**src/rtl/alu_seq.sv**
```systemverilog
// Multi-cycle ALU with valid/ready handshakes on both sides. Single-cycle ops
// finish at accept; MUL (shift-add) and DIV (restoring) iterate WIDTH times.
module alu_seq #(
   parameter int WIDTH = 8
) (
   input  logic             clk,
   input  logic             rst_n,
   input  logic             in_valid,
   output logic             in_ready,
   input  logic [2:0]       op,
   input  logic [WIDTH-1:0] a,
   input  logic [WIDTH-1:0] b,
   output logic             out_valid,
   input  logic             out_ready,
   output logic [WIDTH-1:0] result,
   output logic [WIDTH-1:0] result_hi,
   output logic             flag_zero,
   output logic             flag_carry,
   output logic             flag_dz
);

   localparam int CW = $clog2(WIDTH) + 1;

   typedef enum logic [1:0] {IDLE, BUSY, DONE} state_t;
   typedef enum logic [2:0] {
      OP_ADD, OP_SUB, OP_MUL, OP_DIV, OP_AND, OP_OR, OP_XOR, OP_ACC
   } op_t;

   state_t             state_q, state_d;
   op_t                op_q, op_d;
   logic [WIDTH-1:0]   b_q, b_d;
   logic [2*WIDTH-1:0] work_q, work_d;
   logic [CW-1:0]      cnt_q, cnt_d;
   logic [WIDTH-1:0]   acc_q, acc_d;
   logic [WIDTH-1:0]   result_q, result_d;
   logic [WIDTH-1:0]   result_hi_q, result_hi_d;
   logic               zero_q, zero_d;
   logic               carry_q, carry_d;
   logic               dz_q, dz_d;

   logic [WIDTH:0]     add_sum, sub_diff, acc_sum, mul_sum, div_shift, div_sub;
   logic               div_ge;
   logic [2*WIDTH-1:0] step;
   logic               load;
   logic [WIDTH-1:0]   lo_v, hi_v;
   logic               carry_v, dz_v;

   // NOTE: every signal written here gets a default first so no latch is inferred.
   always_comb begin
      state_d     = state_q;
      op_d        = op_q;
      b_d         = b_q;
      work_d      = work_q;
      cnt_d       = cnt_q;
      acc_d       = acc_q;
      result_d    = result_q;
      result_hi_d = result_hi_q;
      zero_d      = zero_q;
      carry_d     = carry_q;
      dz_d        = dz_q;
      load        = 1'b0;
      lo_v        = '0;
      hi_v        = '0;
      carry_v     = 1'b0;
      dz_v        = 1'b0;

      add_sum  = {1'b0, a} + {1'b0, b};
      sub_diff = {1'b0, a} - {1'b0, b};
      acc_sum  = {1'b0, acc_q} + {1'b0, a};

      // Upper half of work holds the partial product / remainder, lower half
      // the remaining multiplier bits / dividend-then-quotient bits.
      mul_sum   = {1'b0, work_q[2*WIDTH-1:WIDTH]} + (work_q[0] ? {1'b0, b_q} : '0);
      div_shift = {work_q[2*WIDTH-1:WIDTH], work_q[WIDTH-1]};
      div_sub   = div_shift - {1'b0, b_q};
      div_ge    = ~div_sub[WIDTH];
      if (op_q == OP_DIV)
         step = {(div_ge ? div_sub[WIDTH-1:0] : div_shift[WIDTH-1:0]),
                 work_q[WIDTH-2:0], div_ge};
      else
         step = {mul_sum, work_q[WIDTH-1:1]};

      unique case (state_q)
         IDLE: begin
            if (in_valid) begin
               op_d    = op_t'(op);
               b_d     = b;
               state_d = DONE;
               load    = 1'b1;
               unique case (op_t'(op))
                  OP_ADD: begin lo_v = add_sum[WIDTH-1:0];  carry_v = add_sum[WIDTH];  end
                  OP_SUB: begin lo_v = sub_diff[WIDTH-1:0]; carry_v = sub_diff[WIDTH]; end
                  OP_AND: lo_v = a & b;
                  OP_OR:  lo_v = a | b;
                  OP_XOR: lo_v = a ^ b;
                  OP_ACC: begin
                     acc_d   = acc_sum[WIDTH-1:0];
                     lo_v    = acc_sum[WIDTH-1:0];
                     carry_v = acc_sum[WIDTH];
                  end
                  OP_MUL, OP_DIV: begin
                     if (op_t'(op) == OP_DIV && b == '0) begin
                        lo_v = '1;
                        hi_v = a;
                        dz_v = 1'b1;
                     end else begin
                        load    = 1'b0;
                        state_d = BUSY;
                        work_d  = {{WIDTH{1'b0}}, a};
                        cnt_d   = CW'(WIDTH);
                     end
                  end
                  default: ;
               endcase
            end
         end
         BUSY: begin
            work_d = step;
            cnt_d  = cnt_q - CW'(1);
            if (cnt_q == CW'(1)) begin
               state_d = DONE;
               load    = 1'b1;
               lo_v    = step[WIDTH-1:0];
               hi_v    = step[2*WIDTH-1:WIDTH];
            end
         end
         DONE: begin
            if (out_ready) state_d = IDLE;
         end
         default: state_d = IDLE;
      endcase

      if (load) begin
         result_d    = lo_v;
         result_hi_d = hi_v;
         zero_d      = (lo_v == '0) && (hi_v == '0);
         carry_d     = carry_v;
         dz_d        = dz_v;
      end
   end

   // NOTE: sequential state uses non-blocking assignments only.
   always_ff @(posedge clk or negedge rst_n) begin
      if (!rst_n) begin
         state_q     <= IDLE;
         op_q        <= OP_ADD;
         b_q         <= '0;
         work_q      <= '0;
         cnt_q       <= '0;
         acc_q       <= '0;
         result_q    <= '0;
         result_hi_q <= '0;
         zero_q      <= 1'b0;
         carry_q     <= 1'b0;
         dz_q        <= 1'b0;
      end else begin
         state_q     <= state_d;
         op_q        <= op_d;
         b_q         <= b_d;
         work_q      <= work_d;
         cnt_q       <= cnt_d;
         acc_q       <= acc_d;
         result_q    <= result_d;
         result_hi_q <= result_hi_d;
         zero_q      <= zero_d;
         carry_q     <= carry_d;
         dz_q        <= dz_d;
      end
   end

   assign in_ready   = (state_q == IDLE);
   assign out_valid  = (state_q == DONE);
   assign result     = result_q;
   assign result_hi  = result_hi_q;
   assign flag_zero  = zero_q;
   assign flag_carry = carry_q;
   assign flag_dz    = dz_q;

endmodule

```
**config.mk**
```make
export PLATFORM = sky130hd
export DESIGN_NAME = alu_seq
export DESIGN_NICKNAME = d
export VERILOG_FILES = /design/src/rtl/alu_seq.sv
export SDC_FILE = /design/constraint.sdc
export NUM_CORES = 1
export LEC_CHECK = 0
export CAP_MARGIN = 20
export CORE_MARGIN = 2
export CORE_UTILIZATION = 45
export CTS_CLUSTER_DIAMETER = 30
export DETAILED_ROUTE_END_ITERATION = 12
export GPL_TIMING_DRIVEN = 0
export MAX_ROUTING_LAYER = met4
export PLACE_DENSITY = 0.68
export SLEW_MARGIN = 20
export SYNTH_ARGS = -nofsm -noshare
export SYNTH_HDL_FRONTEND = slang
export SYNTH_SLANG_ARGS = --single-unit
export TNS_END_PERCENT = 20
```
**constraint.sdc**
```tcl
create_clock -name clk -period 8.57 [get_ports clk]
set_input_delay 1.714 -clock clk [delete_from_list [all_inputs] [get_ports clk]]
set_output_delay 1.714 -clock clk [all_outputs]
set_load 0.02 [all_outputs]
```
# [Word level (Yosys, flattened, before mapping)]
# Index checks and enable logic that the tools add are counted.
[word_totals] output_inout_bits=21 wordCells=88 ff_bits=60
[op_classes] bitwise=4 eq_ne=16 n_addsub=6 n_reduce_logical=13 mux=38
[ops] operator="8-bit two-way mux" count=9
[ops] operator="16-bit two-way mux" count=4
[ops] operator="8-bit case mux with 7 select lines" count=1
[ops] operator="16-bit case mux with 2 select lines" count=1
[ops] operator="8-bit case mux with 2 select lines" count=2
[ops] operator="8-bit by 8-bit adder with 9-bit output" count=3
[ops] operator="8-bit logical NOT" count=3
[ops] operator="3-bit equality test (second input constant)" count=4
[ops] operator="4-bit two-way mux" count=3
[ops] operator="2-bit two-way mux" count=5
[ops] operator="3-bit by 2-bit equality test with 1-bit output (second input constant)" count=3
[ops] operator="1-bit two-way mux" count=9
[ops] operator="8-bit by 8-bit subtractor with 9-bit output" count=1
[ops] operator="9-bit by 8-bit subtractor with 9-bit output" count=1
[ops] operator="8-bit bitwise AND" count=1
[ops] operator="8-bit OR" count=1
[ops] operator="4-bit case mux with 2 select lines" count=1
[ops] operator="8-bit XOR" count=1
[ops] operator="2-bit inequality test (second input constant)" count=3
[ops] operator="2-bit case mux with 3 select lines" count=1
[ops] operator="3-bit AND reduction" count=2
[ops] operator="4-bit by 1-bit equality test with 1-bit output (second input constant)" count=1
[ops] operator="2-bit by 1-bit inequality test with 1-bit output (second input constant)" count=2
[ops] operator="4-bit AND reduction" count=1
[ops] operator="13 further kinds" count=14

# [Logic depth before layout (Yosys ltp)]
# Gate-level depths: netlist of the first run.
[depth] depth_word=8 mapped_depth=13 mapped_depth_nobuf=13

# [Least setup slack after synthesis of the first run]
# OpenSTA, ideal clock, no wires.
[synth_path] kind="input port to flip-flop" from="in a[0]" to="reg zero_q, in the netlist flag_zero" path_buffers=0 setup_time_ns=0.092 required_ns=8.478 setup_slack_ns=4.409 arrival_time_ns=4.070 cell_stages=11 path_cell_list="ha_1 > fa_1 > mux2_2 > a22o_1 > nand2_1 > a31oi_1 > or3_1 > nor2_1 > nand4b_1 > or4_1 > o31ai_2"
[synth_via] elab_chain_cells=6 word_cells_on_any_way=16 classes_between="add/sub: 3; mux: 7; bitwise: 3; reduce/logical: 3"
[synth_lines] element="from (decl)" line="11" text="input logic [WIDTH-1:0] a,"
[synth_lines] element="8-bit by 8-bit adder with 9-bit output" line="69" text="acc_sum = {1'b0, acc_q} + {1'b0, a};"
[synth_lines] element="net acc_sum[1]" line="41" text="logic [WIDTH:0] add_sum, sub_diff, acc_sum, mul_sum, div_shift, div_sub;"
[synth_lines] element="8-bit case mux with 7 select lines" line="90" text="unique case (op_t'(op))"
[synth_lines] element="8-bit two-way mux" line="85" text="if (in_valid) begin"
[synth_lines] element="8-bit case mux with 2 select lines" line="83" text="unique case (state_q)"
[synth_lines] element="8-bit logical NOT" line="136" text="zero_d = (lo_v == '0) && (hi_v == '0);"
[synth_lines] element="1-bit logical AND" line="136"
[synth_lines] element="to (signal assigned)" line="165" text="zero_q <= zero_d;"
[synth_lines] element="to (decl)" line="37" text="logic zero_q, zero_d;"
# The timed path passes the listed nets, and every way through them passes these cells.
# A chain may end at the register's enable or synchronous reset.

# [Final worst setup path of the first run]
[layout_path] from="in a[1]" to="reg zero_q, in the netlist flag_zero"
[layout_via] elab_chain_cells=6 word_cells_on_any_way=16 classes_between="add/sub: 3; mux: 7; bitwise: 3; reduce/logical: 3"
[layout_lines] element="8-bit by 8-bit adder with 9-bit output, or another cell as far along" line="69"
[layout_lines] element="8-bit case mux with 7 select lines or 8-bit two-way mux (tied branches)" line="90"
[layout_lines] element="8-bit two-way mux" line="85"
[layout_lines] element="8-bit case mux with 2 select lines" line="83"
[layout_lines] element="8-bit logical NOT" line="136"
[layout_lines] element="1-bit logical AND *" line="136"
# Every way passes the cells marked *; elsewhere a longest branch is shown, timed or not.

==> results of run 1 <==
## area by class of cell
type	instances	share of cell area, %
repair buffers	43	7.134
plain buffers	28	2.244
clock buffers	10	3.828
flip-flops and latches	60	24.05
well taps	143	2.866
multi-input cells	505	56.47
clock inverters	6	1.122
inverters	38	2.285
## worst max-delay path: cells and delay by family
family | cells | cell delay [ns]
AOI/OAI and AO/OA | 5 | 1.05
and+or+nand+nor | 3 | 1.01
buffers and inverters | 2 | 0.93
adders and majority gates | 1 | 0.34
xor gates and xnor gates | 1 | 0.20
## flip-flops by register name, summed over array words and instances, names as in the netlist
name and count:
flag_carry 1, flag_zero 1, result 8, cnt_q 4, acc_q 8, result_hi 8, state_q 2, b_q 8
work_q 16, flag_dz 1, op_q 3
## logic make-up after synthesis
family                   count (synthesis)  share of synthesized area (%)
multiplexers                            20                          3.911
AO/OA/AOI/OAI                          197                          24.72
buffers and inverters                   66                          5.325
AND/OR/NAND/NOR                        208                          19.98
XOR/XNOR                                25                          4.123
flip-flops                              60                          28.28
adder cells (fa/ha/maj)                 55                          13.67
## cells in the final DEF, fill, tap and decap left out, types with 7 or more instances in the layout
cell type,instances
a211oi_1,13
a21o_1,9
a21oi_1,35
a221o_1,8
a22oi_1,7
and2_1,13
buf_2,10
clkbuf_1,15
clkbuf_16,9
clkdlybuf4s50_1,41
dfrtp_1,60
ha_1,50
inv_1,38
mux2i_1,14
nand2_1,65
nand2b_1,8
nand3_1,9
nor2_1,58
nor2b_1,7
nor3_1,7
o21a_1,11
o21ai_0,61
o22ai_1,7
xnor2_1,17
xor2_1,8
## metal layers
layer	wire [µm]	vias to the layer above	track usage [%]	share of wire (%)
li1	-	2368	-	-
met1	7119	2433	34.60	45
met2	7877	124	45.27	50
met3	687	20	4.266	4.3
met4	189	0	5.122	1.2
met5	0	-	-	0
## worst max path at each step
stage	start	slack, ns	endpoint	cells after the start
floorplan	a[0]	4.41	flag_zero	11
global placement	a[1]	3.32	flag_zero	12
detailed placement	a[1]	3.26	flag_zero	12
CTS	a[1]	3.54	flag_zero	12
global route	a[1]	3.35	flag_zero	10
finish	a[1]	3.53	flag_zero	12
## metrics by stage
stage | std cells | area (µm²) | utilization, %
after global placement | 816 | 5909 | 51.53
final | 833 | 6243 | 54.45
after global routing | 833 | 6243 | 54.45
after detailed placement | 817 | 5934 | 51.75
after CTS | 833 | 6243 | 54.45
after floorplan | 631 | 5310 | -
## power breakdown
group	internal, W	switching (W)	leakage [nW]
Sequential	0.000392	0.0000944	0.770
Combinational	0.000467	0.000632	1.95
Clock	0.000235	0.000142	0.153
Total	0.00109	0.000869	2.87
==> summary.md, run 1 <==
| Metric | Value |
|---|---|
| Nets | `763` |
| Setup violators final | `0` |
| Initial antenna violation count | `0` |
| Post-synth EDFFs | `0` |
| Synth top area cells | `dfrtp_1 28%, ha_1 12%, o21ai_0 5.7%` |
| Yosys cell types | `68` |
| Antenna viol nets, final | `0` |
| Multi-input logic area | `approximately 0.0035 mm²` |
| Die H | `about 110 µm` |
| Fin crit period | `5.037 ns` |
| Most used cell, CP | `o22ai_1` |
| Sequential area share after synthesis | `around 28%` |
| Synthesized area | `approximately 0.0053 mm²` |
| Syn Nets | `a little over 700` |
| Drt wl/cell | `around 19 µm` |
| Final worst slack | `between 3 and 4 ns` |
| Setup CP Type | `in -> reg` |
| Most frequent cell after synthesis | `nand2_1` |
| Grt total ovfl | `0` |
| CP Cell Sequence | `clkdlybuf4s50_1, inv_1, ha_1, or2_1, a211oi_1, o22ai_1, xnor2_1, o21ai_1, nor3_2, o22ai_1, or4_1, o31ai_2` |
| P&R area growth vs syn | `17.58%` |
| Synth async-reset ratio | `100.0%` |
| Crit-path max cell delay | `~0.83 ns` |
| Synth Flop Type | `dfrtp_1` |
| Post-synth top cells | `65 x nand2_1, 61 x o21ai_0, 60 x dfrtp_1` |
| Hold_buf cts | `0` |
| Via count | `~5000` |
| Pwr Density | `about 310 mW/mm²` |
| Leakage | `around 2.9 nW` |
| Worst EP arrival | `5.28 ns` |
| # Max-Cap Violations | `0` |
| Placeable core area | `between 0.01 and 0.015 mm²` |
| # DRC | `0` |
| Largest net degree at the start of global routing | `46` |
| I/O Buffers | `42` |
| Status | `finished, final reports clean` |
| Fmax | `around 200 MHz` |
| Starting Density | `a little under half` |
| Iter 0 DRT Violations | `between 300 and 400` |
| Clock tree from TritonCTS | `built` |
| Io pins | `44` |
| First-pass GRT wire length | `25.96 mm` |
| Setup repair bufs after CTS | `0` |
| CTS Buf Count | `9` |
| Syn Area/Cell | `8.415 µm²` |
| Post-Syn Instances | `around 630` |
| HP Class | `reg -> reg` |
| Synth warnings | `0` |
| Post_cts resized | `0` |
| Endpoint class of the critical path | `register` |
| CP max stage cell | `clkdlybuf4s50_1` |
| 1st-pass router iterations | `5` |
| Max_slew headroom | `between 50% and 60%` |
| CP Launch Type | `input port` |
| Clk_skew | `just under 0.007 ns` |
| Required @ worst endpoint | `8.81 ns` |
| Vias in the first global route | `~4900` |
| Dpl ws | `~3.3 ns` |
| Clock Path Buffers | `2` |
| RSZ-0062 raised after global routing | `false` |
| Reg-to-Reg Start | `work_q[7]` |
| Max-slew violation count | `0` |
| Maximum vdd drop | `0.2502 mV` |
| DPL Wire Length | `12.45 mm` |
| Area leader, netlist | `dfrtp_1` |
| Synth top area share | `around 28%` |
| Global Route Usage Sum | `between 20% and 30%` |
| Post-DR vias/cell | `~6` |
| # fillers | `~1100` |
| Die width | `112.6 µm` |
| Sum Neg Setup Slack | `0 ns` |
| Hold WS | `approximately 0.47 ns` |
| Antenna diodes | `0` |
| Hold Crit Start | `result[5]` |
| Hold path depth | `2` |
| Worst r2r path cells | `13` |
| Clock Tree Root | `clkbuf_16` |
| Clock Sinks | `60` |
| Clock-pin slew on the worst setup and hold paths | `~0.060 ns` |
| Worst R2R End | `flag_zero` |
| Htree depth | `3` |
| Seq. cell area | `between 0.0015 and 0.002 mm²` |
| Part of the cycle the worst path needs | `58.77%` |
| Clk_lat worst skew | `about 0.34 ns` |
| Worst Hold End | `result[5]` |
| Post-layout total power | `between 0.0015 and 0.002 W` |
| Routability cong. | `just over 0.9` |
| FF+latch count, synth | `60` |
| Drt total wl | `between 15 and 20 mm` |
| Row count | `39` |
| Slew at the pin closest to its max-slew limit | `between 0.7 and 0.8 ns` |
| R2R Setup Slk | `slightly above 5 ns` |
| Die area | `roughly 0.013 mm²` |
| Share of post-route cells with drive strength above 1 | `7.971%` |
| Final hold violation count | `0` |
| Crit path max fanout | `9` |
No activity file was read; power rests on OpenSTA's default activity.
==> run 2: changes to the inputs <==
- PLACE_DENSITY: 0.68 -> 0.71
- clock period: 8.57 -> 4.6 ns (I/O delays scaled with it)
==> summary.md, run 2 (synthesized netlist as in run 1, its figures left out) <==
| Metric | Value |
|---|---|
| Die area | `0.01269 mm² (unchanged)` |
| Maximum vdd drop | `0.3756 mV (+50%)` |
| RSZ-0062 raised after global routing | `false` |
| CTS Buf Count | `9 (unchanged)` |
| Status | `finished, final reports clean` |
| Most frequent cells in the layout | `65 x nand2_1, 61 x o21ai_0, 60 x dfrtp_1` |
| HP Class | `reg -> reg` |
| Share of post-route cells with drive strength above 1 | `7.837% (-0.13 points)` |
| I/O Buffers | `42 (unchanged)` |
| Max-slew violation count | `0 (unchanged)` |
| Final worst slack | `0.3872 ns (-3.146 ns)` |
| Antenna diodes | `0 (unchanged)` |
| Io pins | `44 (unchanged)` |
| Iter 0 DRT Violations | `412 (+13%)` |
| Row count | `39 (unchanged)` |
| Die H | `112.6 µm (unchanged)` |
| # DRC | `0 (unchanged)` |
| First-pass GRT wire length | `25.93 mm (-0.13%)` |
| Fin crit period | `roughly 4.2 ns` |
| Part of the cycle the worst path needs | `91.58%` |
| Clk_lat worst skew | `0.33 ns (about the same)` |
| Final hold violation count | `0 (unchanged)` |
| Post-DR vias/cell | `5.983 (+0.79%)` |
| Clk_skew | `0.006421 ns (-0.0004654 ns)` |
| Setup repair bufs after CTS | `0 (unchanged)` |
| Die width | `112.6 µm (unchanged)` |
| CP Launch Type | `input port` |
| Required @ worst endpoint | `4.84 ns (-3.97 ns)` |
| Max_slew headroom | `49.93% (-0.073 points)` |
| Dpl ws | `0.07198 ns (-3.192 ns)` |
| Placeable core area | `0.01147 mm² (unchanged)` |
| Post_cts resized | `0 (unchanged)` |
| Routability cong. | `0.9162 (-2.1%)` |
| Largest register FFs | `16 (unchanged)` |
| Hold_buf cts | `0 (unchanged)` |
| Sum Neg Setup Slack | `0 ns (unchanged)` |
| P&R area growth vs syn | `16.64%` |
| Clock Tree Root | `clkbuf_16` |
| Initial antenna violation count | `0 (unchanged)` |
| # Max-Cap Violations | `0 (unchanged)` |
| Via count | `4978 (+0.67%)` |
| DPL Wire Length | `12.49 mm (+0.31%)` |
| Worst EP arrival | `4.46 ns (-0.82 ns)` |
| Crit path max fanout | `9 (unchanged)` |
| Most common cell after layout, fill and taps aside | `nand2_1` |
| Drt wl/cell | `18.92 µm (-0.71%)` |
| Pwr Density | `575.3 mW/mm² (+83%)` |
| Leakage | `2.837 nW (-1.2%)` |
| Starting Density | `46.31% (unchanged)` |
| Clock Sinks | `60 (unchanged)` |
| Endpoint class of the critical path | `register` |
| Largest net degree at the start of global routing | `40 (-13%)` |
| Slew at the pin closest to its max-slew limit | `0.7483 ns (+0.001087 ns)` |
| Drt total wl | `15.74 mm (-0.83%)` |
| Clock Path Buffers | `2 (unchanged)` |
| Clock-pin slew on the worst setup and hold paths | `0.06 ns (about the same)` |
| Fmax | `between 200 and 250 MHz` |
| Grt total ovfl | `0 (unchanged)` |
| Global Route Usage Sum | `26.35% (-0.54 points)` |
| Vias in the first global route | `4946 (+1.9%)` |
| # fillers | `1052 (-3.7%)` |
| Htree depth | `3 (unchanged)` |
| Antenna viol nets, final | `0 (unchanged)` |
| Setup violators final | `0 (unchanged)` |
| Nets | `763 (unchanged)` |
| Reg with most FFs | `work_q` |
| 1st-pass router iterations | `6 (+1)` |
| Setup CP Type | `in -> reg` |
| Clock tree from TritonCTS | `built` |
## run 2: critical path: stages
cell,delay (ns)
clkdlybuf4s50_1,0.84
inv_1,0.10
ha_1,0.34
or2_1,0.27
a211o_1,0.28
a22oi_1,0.17
nor2_1,0.08
nor4_2,0.29
o2bb2ai_1,0.21
o221ai_1,0.19
or4_1,0.52
o31ai_2,0.24
## run 2: power by group
group	switching (W)	total, W	internal, W	leakage [nW]
combinational	0.00117	0.00205	0.000871	1.94
clock	0.000250	0.000610	0.000361	0.124
sequential	0.000177	0.000907	0.000731	0.770
total	0.00160	0.00356	0.00196	2.84
## run 2: final cells by class
class                   count  area (µm²)  area share [%]
flip-flops and latches     60        1501           24.24
multi-input cells         505        3526           56.93
inverters                  38       142.6           2.303
plain buffers              28       140.1           2.263
clock inverters             6       41.29          0.6667
repair buffers             43       437.9           7.071
well taps                 143       178.9           2.889
clock buffers               9       225.2           3.636
## run 2: final timing paths
kind | depth (start not counted) | endpoint | slack, ns | startpoint
max | 12 | flag_zero | 0.39 | a[1]
min | 2 | result[4] | 0.47 | result[4]
max reg2reg | 13 | flag_zero | 1.24 | work_q[7]
min reg2reg | 2 | result[4] | 0.47 | result[4]
max in group asynchronous | 2 | result[7] | 3.59 | rst_n
min in group asynchronous | 1 | b_q[6] | 0.50 | rst_n
## run 2: metal layers
layer | global-route usage [%] | routed length (µm)
met5 | - | 0
met4 | 7.967 | 410
met3 | 3.834 | 951
met2 | 43.55 | 7652
met1 | 33.58 | 6727
## run 2: through the flow
step	total power (W)	cells	util [%]	hold slack (ns)	instance area [µm²]
finish	0.003563	832	54.01	0.4735	6193
floorplan	0.002331	631	-	0.4458	5310
CTS	0.003553	832	54.01	0.4748	6193
global route	0.003846	832	54.01	0.4972	6193
detailed placement	0.002934	817	51.69	0.4618	5927
global placement	0.002868	816	51.53	0.4596	5909
==> run 3: changes to the inputs <==
- RECOVER_POWER: default -> 100
==> summary.md, run 3 (synthesized netlist as in run 1, its figures left out) <==
| Metric | Value |
|---|---|
| Setup repair bufs after CTS | `0 (unchanged)` |
| Fin crit period | `4.294 ns (+0.08133 ns)` |
| DPL Wire Length | `12.49 mm (unchanged)` |
| Sum Neg Setup Slack | `0 ns (unchanged)` |
| Via count | `4965 (-0.26%)` |
| CTS Buf Count | `9 (unchanged)` |
| Dpl ws | `0.07198 ns (unchanged)` |
| Clock Tree Root | `clkbuf_16` |
| Htree depth | `3 (unchanged)` |
| # fillers | `1061 (+0.86%)` |
| Post-DR vias/cell | `5.968 (-0.26%)` |
| Clock Sinks | `60 (unchanged)` |
| Placeable core area | `0.01147 mm² (unchanged)` |
| Row count | `39 (unchanged)` |
| Part of the cycle the worst path needs | `93.35% (+1.8 points)` |
| P&R area growth vs syn | `15.53%` |
| Most frequent cells in the layout | `65 x nand2_1, 61 x o21ai_0, 60 x dfrtp_1` |
| Worst R2R End | `flag_zero` |
| Slew at the pin closest to its max-slew limit | `2.211 ns (+1.463 ns)` |
| Nets | `763 (unchanged)` |
| Fmax | `232.9 MHz (-1.9%)` |
| Io pins | `44 (unchanged)` |
| CP Launch Type | `input port` |
| Drt wl/cell | `18.92 µm (unchanged)` |
| Largest net degree at the start of global routing | `40 (unchanged)` |
| Required @ worst endpoint | `4.85 ns (about the same)` |
| Starting Density | `46.31% (unchanged)` |
| Seq. cell area | `0.001501 mm² (unchanged)` |
| Antenna viol nets, final | `0 (unchanged)` |
| Worst EP arrival | `4.54 ns (+0.08 ns)` |
| Clock Path Buffers | `2 (unchanged)` |
| Crit. Startpoint | `a[1]` |
| Crit-path max cell delay | `0.91 ns (+0.07 ns)` |
| Crit path to | `flag_zero` |
| Final hold violation count | `0 (unchanged)` |
| Status | `finished, violations left` |
| Max_slew headroom | `-47.40% (-97 points)` |
| Share of post-route cells with drive strength above 1 | `6.821% (-1.0 points)` |
| Clk_lat worst skew | `0.33 ns (about the same)` |
| Reg with most FFs | `work_q` |
| Most common cell after layout, fill and taps aside | `nand2_1` |
| Global Route Usage Sum | `26.35% (unchanged)` |
| Hold_buf cts | `0 (unchanged)` |
| Setup CP Type | `in -> reg` |
| Post_cts resized | `0 (unchanged)` |
| Die H | `112.6 µm (unchanged)` |
| CP Cell Sequence | `dlygate4sd3_1, inv_1, ha_1, or2_1, a211o_1, a22oi_1, nor2_1, nor4_2, o2bb2ai_1, o221ai_1, or4_1, o31ai_2` |
| Max-slew violation count | `40 (+40)` |
| Clock-pin slew on the worst setup and hold paths | `0.06 ns (about the same)` |
| Vias in the first global route | `4946 (unchanged)` |
| Antenna diodes | `0 (unchanged)` |
| Pwr Density | `574.0 mW/mm² (-0.22%)` |
| Multi-input logic area | `0.003487 mm² (-1.1%)` |
| # Max-Cap Violations | `1 (+1)` |
| Crit path max fanout | `9 (unchanged)` |
| I/O Buffers | `42 (unchanged)` |
| Reg-to-Reg Start | `work_q[7]` |
| First-pass GRT wire length | `25.93 mm (unchanged)` |
| Largest register FFs | `16 (unchanged)` |
| Die area | `0.01269 mm² (unchanged)` |
| Drt total wl | `15.74 mm (unchanged)` |
| Clock tree from TritonCTS | `built` |
| Worst r2r path cells | `13 (unchanged)` |
| Routability cong. | `0.9162 (unchanged)` |
| CP max stage cell | `dlygate4sd3_1` |
| HP Class | `reg -> reg` |
| Clk_skew | `0.005675 ns (-0.0007462 ns)` |
| R2R Setup Slk | `1.25 ns (about the same)` |
| Initial antenna violation count | `0 (unchanged)` |
| RSZ-0062 raised after global routing | `false` |
| Leakage | `2.866 nW (+1.0%)` |
| # DRC | `0 (unchanged)` |
| Violated checks | `capacitance limit, slew limit` |
| Maximum vdd drop | `0.3767 mV (+0.30%)` |
| Setup violators final | `0 (unchanged)` |
| Grt total ovfl | `0 (unchanged)` |
| 1st-pass router iterations | `6 (unchanged)` |
| Post-layout total power | `0.003522 W (-1.2%)` |
| Endpoint class of the critical path | `register` |
| Die width | `112.6 µm (unchanged)` |
| Final worst slack | `0.3059 ns (-0.08133 ns)` |
| Iter 0 DRT Violations | `447 (+8.5%)` |
[run 3: metrics by stage]
| stage | cells | util (%) | instance area (µm²) | hold slack, ns |
|---|---|---|---|---|
| final | 832 | 53.50 | 6135 | 0.4675 |
| after global routing | 832 | 53.50 | 6135 | 0.4923 |
| after CTS | 832 | 54.01 | 6193 | 0.4748 |
| after detailed placement | 817 | 51.69 | 5927 | 0.4618 |
| after global placement | 816 | 51.53 | 5909 | 0.4596 |
| after floorplan | 631 | - | 5310 | 0.4458 |
[run 3: worst max-delay path, delay by kind of cell]
| family | cells | cell delay, ns |
|---|---|---|
| AOI/OAI and AO/OA | 5 | 1.12 |
| and+or+nand+nor | 4 | 1.15 |
| buffers and inverters | 2 | 1.01 |
| adders and majority gates | 1 | 0.34 |
[run 3: worst min-delay path by stage]
stage          startpoint         to  slack [ns]  cells past startpoint
6_report        result[4]  result[4]        0.47                      2
5_1_grt         result[4]  result[4]        0.49                      2
4_1_cts         result[4]  result[4]        0.47                      2
3_5_place_dp    result[4]  result[4]        0.46                      2
3_3_place_gp      op_q[0]    op_q[0]        0.46                      2
2_1_floorplan     op_q[0]    op_q[0]        0.45                      2
[run 3: cell type report]
class                   instances  area share (%)
multi-input cells             505           56.84
flip-flops and latches         60           24.47
repair buffers                 43           6.812
clock buffers                   9           3.671
well taps                     143           2.917
inverters                      38           2.325
plain buffers                  28           2.284
clock inverters                 6          0.6731
[run 3: metal layers]
layer  track usage [%]  wire length (µm)
met4             7.967               442
met5                 -                 0
met2             43.55              7659
met1             33.58              6717
met3             3.834               922
[run 3: report_power, final]
| group | switching (W) | total (W) | internal (W) |
|---|---|---|---|
| clock | 0.000248 | 0.000608 | 0.000360 |
| sequential | 0.000172 | 0.000903 | 0.000731 |
| combinational | 0.00117 | 0.00201 | 0.000843 |
